==> config.mk <==
export PLATFORM = sky130hd
export DESIGN_NAME = mult_div_unit
export DESIGN_NICKNAME = d
export VERILOG_FILES = /design/src/rtl/mult_div_unit_pkg.sv /design/src/rtl/mult_div_unit_md_iter_step.sv /design/src/rtl/mult_div_unit.sv
export SDC_FILE = /design/constraint.sdc
export NUM_CORES = 1
export LEC_CHECK = 0
export CELL_PAD_IN_SITES_DETAIL_PLACEMENT = 1
export CELL_PAD_IN_SITES_GLOBAL_PLACEMENT = 2
export CORE_MARGIN = 1.5
export CORE_UTILIZATION = 36
export CTS_CLUSTER_DIAMETER = 80
export DETAILED_ROUTE_END_ITERATION = 10
export GPL_TIMING_DRIVEN = 0
export PLACE_DENSITY = 0.86
export SLEW_MARGIN = 10
export SYNTH_ARGS = -nofsm -noshare
export SYNTH_HDL_FRONTEND = slang
export SYNTH_SLANG_ARGS = --single-unit
==> constraint.sdc <==
create_clock -name clk -period 6.4 [get_ports clk]
set_clock_uncertainty 0.15 [all_clocks]
set_input_delay 0.96 -clock clk [delete_from_list [all_inputs] [get_ports clk]]
set_output_delay 0.96 -clock clk [all_outputs]
set_load 0.005 [all_outputs]
==> src/rtl/mult_div_unit_pkg.sv <==
// Shared definitions for the multi-cycle multiply/divide engine:
// ALU control codes, FSM state encoding and default operand width.
package mult_div_unit_pkg;

    localparam int unsigned MD_WIDTH = 32;

    localparam logic [3:0] ALU_AND  = 4'b0000;
    localparam logic [3:0] ALU_OR   = 4'b0001;
    localparam logic [3:0] ALU_ADD  = 4'b0010;
    localparam logic [3:0] ALU_MULT = 4'b0011;
    localparam logic [3:0] ALU_NOR  = 4'b0100;
    localparam logic [3:0] ALU_DIV  = 4'b0101;
    localparam logic [3:0] ALU_SUB  = 4'b0110;
    localparam logic [3:0] ALU_SLT  = 4'b0111;
    localparam logic [3:0] ALU_ADDU = 4'b1000;
    localparam logic [3:0] ALU_SUBU = 4'b1001;
    localparam logic [3:0] ALU_XOR  = 4'b1010;

    typedef enum logic [1:0] {
        S_IDLE = 2'd0,
        S_CALC = 2'd1,
        S_FIX  = 2'd2
    } md_state_t;

endpackage

==> src/rtl/mult_div_unit_md_iter_step.sv <==
// One radix-2 iteration on unsigned magnitudes: shift-add multiply or
// restoring shift-subtract divide, chosen by is_div.
module md_iter_step
    import mult_div_unit_pkg::*;
#(
    parameter int unsigned WIDTH = MD_WIDTH
) (
    input  logic             is_div,
    input  logic [WIDTH:0]   acc,
    input  logic [WIDTH-1:0] q,
    input  logic [WIDTH-1:0] m,
    output logic [WIDTH:0]   acc_next_c,
    output logic [WIDTH-1:0] q_next_c
);

    logic [WIDTH:0]   sum;
    logic [WIDTH:0]   shifted;
    logic [WIDTH+1:0] diff;

    always_comb begin
        sum        = acc + (WIDTH+1)'(m);
        shifted    = {acc[WIDTH-1:0], q[WIDTH-1]};
        diff       = {1'b0, shifted} - (WIDTH+2)'(m);
        acc_next_c = acc;
        q_next_c   = q;
        if (is_div) begin
            // Borrow out of the trial subtract means the divisor did not fit: restore.
            if (diff[WIDTH+1]) begin
                acc_next_c = shifted;
                q_next_c   = {q[WIDTH-2:0], 1'b0};
            end else begin
                acc_next_c = diff[WIDTH:0];
                q_next_c   = {q[WIDTH-2:0], 1'b1};
            end
        end else begin
            if (q[0]) begin
                acc_next_c = {1'b0, sum[WIDTH:1]};
                q_next_c   = {sum[0], q[WIDTH-1:1]};
            end else begin
                acc_next_c = {1'b0, acc[WIDTH:1]};
                q_next_c   = {acc[0], q[WIDTH-1:1]};
            end
        end
    end

endmodule

==> src/rtl/mult_div_unit.sv <==
// Multi-cycle signed mult/div engine writing architectural HI/LO.
// IDLE -> CALC (WIDTH radix-2 steps on magnitudes) -> FIX (apply signs) -> IDLE.
module mult_div_unit
    import mult_div_unit_pkg::*;
#(
    parameter int unsigned WIDTH = MD_WIDTH
) (
    input  logic             clk,
    input  logic             rst_n,
    input  logic             start,
    input  logic [3:0]       alu_con,
    input  logic [WIDTH-1:0] op_a,
    input  logic [WIDTH-1:0] op_b,
    input  logic             hi_we,
    input  logic             lo_we,
    input  logic [WIDTH-1:0] wdata,
    output logic             busy,
    output logic             done,
    output logic             div_by_zero,
    output logic [WIDTH-1:0] hi,
    output logic [WIDTH-1:0] lo
);

    localparam int unsigned CNT_W = $clog2(WIDTH + 1);

    md_state_t        state, state_d;
    logic [CNT_W-1:0] cnt, cnt_d;
    logic             is_div, is_div_d;
    logic             sa, sa_d, sb, sb_d;
    logic [WIDTH-1:0] a_raw, a_raw_d;
    logic [WIDTH-1:0] m, m_d;
    logic [WIDTH:0]   acc, acc_d;
    logic [WIDTH-1:0] q, q_d;
    logic             busy_d, done_d, dbz_d;
    logic [WIDTH-1:0] hi_d, lo_d;

    logic [WIDTH:0]     acc_step;
    logic [WIDTH-1:0]   q_step;
    logic [WIDTH-1:0]   a_mag, b_mag;
    logic [2*WIDTH-1:0] prod_mag, prod;
    logic [WIDTH-1:0]   quo, rem;
    logic               accept;

    md_iter_step #(.WIDTH(WIDTH)) u_step (
        .is_div     (is_div),
        .acc        (acc),
        .q          (q),
        .m          (m),
        .acc_next_c (acc_step),
        .q_next_c   (q_step)
    );

    assign a_mag    = op_a[WIDTH-1] ? -op_a : op_a;
    assign b_mag    = op_b[WIDTH-1] ? -op_b : op_b;
    assign accept   = start && (alu_con == ALU_MULT || alu_con == ALU_DIV);
    assign prod_mag = {acc[WIDTH-1:0], q};
    assign prod     = (sa ^ sb) ? -prod_mag : prod_mag;
    assign quo      = (sa ^ sb) ? -q : q;
    assign rem      = sa ? -acc[WIDTH-1:0] : acc[WIDTH-1:0];

    always_ff @(posedge clk) begin
        if (!rst_n) begin
            state       <= S_IDLE;
            cnt         <= '0;
            is_div      <= 1'b0;
            sa          <= 1'b0;
            sb          <= 1'b0;
            a_raw       <= '0;
            m           <= '0;
            acc         <= '0;
            q           <= '0;
            busy        <= 1'b0;
            done        <= 1'b0;
            div_by_zero <= 1'b0;
            hi          <= '0;
            lo          <= '0;
        end else begin
            state       <= state_d;
            cnt         <= cnt_d;
            is_div      <= is_div_d;
            sa          <= sa_d;
            sb          <= sb_d;
            a_raw       <= a_raw_d;
            m           <= m_d;
            acc         <= acc_d;
            q           <= q_d;
            busy        <= busy_d;
            done        <= done_d;
            div_by_zero <= dbz_d;
            hi          <= hi_d;
            lo          <= lo_d;
        end
    end

    always_comb begin
        state_d  = state;
        cnt_d    = cnt;
        is_div_d = is_div;
        sa_d     = sa;
        sb_d     = sb;
        a_raw_d  = a_raw;
        m_d      = m;
        acc_d    = acc;
        q_d      = q;
        done_d   = 1'b0;
        dbz_d    = div_by_zero;
        hi_d     = hi;
        lo_d     = lo;
        case (state)
            S_IDLE: begin
                if (hi_we) hi_d = wdata;
                if (lo_we) lo_d = wdata;
                if (accept) begin
                    is_div_d = (alu_con == ALU_DIV);
                    sa_d     = op_a[WIDTH-1];
                    sb_d     = op_b[WIDTH-1];
                    a_raw_d  = op_a;
                    // Divide iterates on the dividend in q; multiply iterates on the multiplier.
                    m_d      = (alu_con == ALU_DIV) ? b_mag : a_mag;
                    q_d      = (alu_con == ALU_DIV) ? a_mag : b_mag;
                    acc_d    = '0;
                    cnt_d    = '0;
                    dbz_d    = 1'b0;
                    state_d  = S_CALC;
                end
            end
            S_CALC: begin
                acc_d = acc_step;
                q_d   = q_step;
                cnt_d = cnt + CNT_W'(1);
                if (cnt == CNT_W'(WIDTH - 1)) state_d = S_FIX;
            end
            S_FIX: begin
                done_d  = 1'b1;
                state_d = S_IDLE;
                if (!is_div) begin
                    hi_d = prod[2*WIDTH-1:WIDTH];
                    lo_d = prod[WIDTH-1:0];
                end else if (m == '0) begin
                    hi_d  = a_raw;
                    lo_d  = '1;
                    dbz_d = 1'b1;
                end else begin
                    hi_d = rem;
                    lo_d = quo;
                end
            end
            default: state_d = S_IDLE;
        endcase
        busy_d = (state_d != S_IDLE);
    end

endmodule

==> impl_metrics.ini <==
[floorplan]
die-area_um2 = 47640
die_h_um = 218.3
ioPinCount = 172
fp.coreArea_um2 = 45580
start_util_pct = 36.60
fp-row-count = 78
fp.dieW_um = 218.3

[power_and_ir_drop]
p_leak_nw = 7.554
p_per_area_nw_per_um2 = 207.5
ir_worst_vdd_mv = 0.1877

[timing]
worst_slack_ns = 0.5155
max-slew-margin-rel_pct = 10.91
fmax_mhz = 169.9
slew_violations = 0
layout_min_cycle_time_ns = 5.884
rsz0062_at_grt = no
setup_tns_ns = 0
period_share_pct = 91.95
setup_viol = 0
hold_viol_final = 0
worst_pin_slew_ns = 1.324

[global_route]
grt_max_degree = 15
grt_pass1_vias = 19200
grt_overflow = 0
grt_pass1_wl_um = 126900
antenna_found_initial = 6
track_usage_pct = 36.11

[layout]
finalNetCount = 2654
layout_commonest_cell = nand2_1
multi_input_area_um2 = 11580
drive_above_1_share_pct = 4.322
final_cell_mix = nand2_1 (303), a21oi_1 (238), dfxtp_1 (206)
diodes = 0
fill_cells = 5642
regArea_um2 = 4124
syn_to_final_growth_pct = 20.28

[worst_setup_path]
worstSetupPathType = reg2reg
endpoint_kind = flop
timing.rr.start = q[0]
crit_required_ns = 6.78
worstPathCellList = clkbuf_1 -> clkinv_1 -> clkbuf_1 -> ha_1 -> inv_1 -> nor4_1 -> nand3_1 -> nand2b_1 -> clkbuf_1 -> o21ai_0 -> xnor2_1 -> nor2_1 -> a211oi_1 -> a21oi_1 -> a21oi_1
arrival_ns = 6.27
cp_num_buf_inv = 5
crit_top_cell = clkbuf_1
worst-r2r-setup-slack_ns = 0.52
r2r_cells = 15
critPathTopFamily = buffers and inverters
critPathLaunchType = flop
r2r_end = hi[8]
cpMaxStageDelayCell = nor4_1
cp_slowest_stage_delay_ns = 0.95
worst-path-max-fanout = 10

[synthesis]
yosys-top-cells-area = dfxtp_1 (25%), a21oi_1 (7.1%), nand2_1 (6.8%)
synth_compound_area_share_pct = 28.60
synth_top_cell_area_share_pct = 24.72
synth-adder-area-share_pct = 5.416
yosysSeqAreaShare_pct = 24.72
synth_top_family_by_area = compound AO/OA/AOI/OAI gates
synth_edf_count = 0
avgSynthCellArea_um2 = 7.319
yosys_warnings = 0
synth_cells = 2279
synth_fp_nets = 2455
synth-async-reset-ratio_pct = 0
ys.flop_type = dfxtp_1
synth_xor_area_share_pct = 10.61
synth_seq_cells = 206
synth_simple_gate_area_share_pct = 20.45
synth_cell_types = 79
yosysTopAreaCell = dfxtp_1
syn-cell-area_um2 = 16680
synthMuxAreaShare_pct = 4.335

[clock_network]
cts_sinks = 206
cts_tree = built
hold_buffers = 0
h-tree-depth = 1
clkTransAtPathRegs_ns = 0.07
clock_path_buffers = 3
insertion_delay_ns = 0.60
cts_setup_buffers = 0
clockRootBuffer = clkbuf_16
cts_buffers = 28
cts_resized = 0

[min_path]
hp-start = lo[6]
hp-class = reg2reg
holdPathEnd = lo[6]
hold_depth = 2

[route]
routed_wirelength_um = 87940
wl_per_cell_um = 28.38
dr_total_vias = 19150
dr.pass1.iters = 7
drtIter0Drc = 1649
ant_nets = 0
drc_errors = 0
viasPerCell = 6.178

[placed_design]
place_ws_ns = 0.7709
place_hpwl_um = 70700
gp_congestion = 1.003
portBuffers = 169

[run]
maxCapViolCount = 0

[outcome]
outcome = complete, no violations
## layer usage
layer	GRT usage (%)	vias to the layer above	wire length, um
met2	56.02	764	38290
met4	14.11	2	3690
met1	48.84	9561	38630
met3	7.321	132	7316
met5	0	-	10
li1	-	8687	-
## metrics by stage
step	total power, W	area (um^2)	cells	hold WS (ns)	util [%]
finish	0.004163	20060	3099	0.3055	44.02
global route	0.004293	20060	3099	0.3201	44.02
CTS	0.004133	20060	3099	0.3057	44.02
detailed placement	0.002508	19120	3048	0.2979	41.96
global placement	0.002496	19120	3048	0.2922	41.96
floorplan	0.002014	16680	2279	0.2787	-
## state kept, by name, indices dropped and copies added, names as in the netlist, 2 cells and up
| signal | flops |
|---|---|
| a_raw | 31 |
| acc | 33 |
| cnt | 6 |
| hi | 32 |
| lo | 32 |
| m | 32 |
| q | 32 |
| state | 2 |
## worst min-delay path, delay by kind of cell, from the launching register on
family	cells	cell delay, ns
DFF	1	0.31
AOI/OAI and AO/OA	1	0.05
and+or+nand+nor	1	0.05
## worst max-delay path by stage
stage / from / endpoint / slack [ns] / cells after the start
floorplan: op_b[4] / q[28] / 2.57 / 10
global placement: q[0] / hi[18] / 0.93 / 15
detailed placement: q[0] / hi[18] / 0.77 / 15
CTS: q[0] / hi[18] / 0.68 / 15
global route: q[0] / hi[8] / 0.28 / 15
finish: q[0] / hi[8] / 0.52 / 15
## layout make-up
cell class / instances / area share (%)
repair buffers: 169 / 8.431
inverters: 62 / 1.160
clock buffers: 39 / 3.997
multi-input cells: 1817 / 57.70
flip-flops and latches: 206 / 20.55
well taps: 600 / 3.742
clock inverters: 12 / 0.6922
plain buffers: 194 / 3.723
## cell families (layout without fill, tap and decap cells)
kind of cell / Yosys count / in the layout
AOI/OAI and AO/OA: 739 / 739
xor gates and xnor gates: 202 / 202
adders and majority gates: 71 / 71
buffers and inverters: 256 / 476
DFF: 206 / 206
muxes: 70 / 70
and+or+nand+nor: 735 / 735
## report_power, final
part / leakage [nW] / internal, W / total [W] / switching [W]
Combinational: 5.42 / 0.000400 / 0.00113 / 0.000730
Sequential: 1.68 / 0.00133 / 0.00139 / 0.0000565
Clock: 0.456 / 0.000957 / 0.00164 / 0.000686
Total: 7.55 / 0.00269 / 0.00416 / 0.00147
## synth_stat cells (6+ instances only)
master      n
o31ai_1    31
nor2_1    190
nor3_1     31
a222oi_1   12
a21o_1     32
mux2_2     18
nand3_1    39
nor4_1     21
or4_1      21
o221a_2    17
and2_1      6
ha_1       69
nand2b_1   19
xor2_1    114
o211ai_1   40
or2_2       6
nand2_1   303
inv_1      61
and3_1     27
a21oi_1   238
o41ai_1    14
o22ai_1    11
mux2i_1    52
dfxtp_1   206
or3_1      13
o21a_1     10
a221oi_1   13
o21ai_1    14
nor2b_1    14
o221ai_1   33
o21ai_0   134
a211oi_1   67
clkbuf_1  184
a311oi_1   10
xnor2_1    88
nand4_1    16
a31oi_1    25
o21bai_1    6
Power figures use the tool's default switching activity.
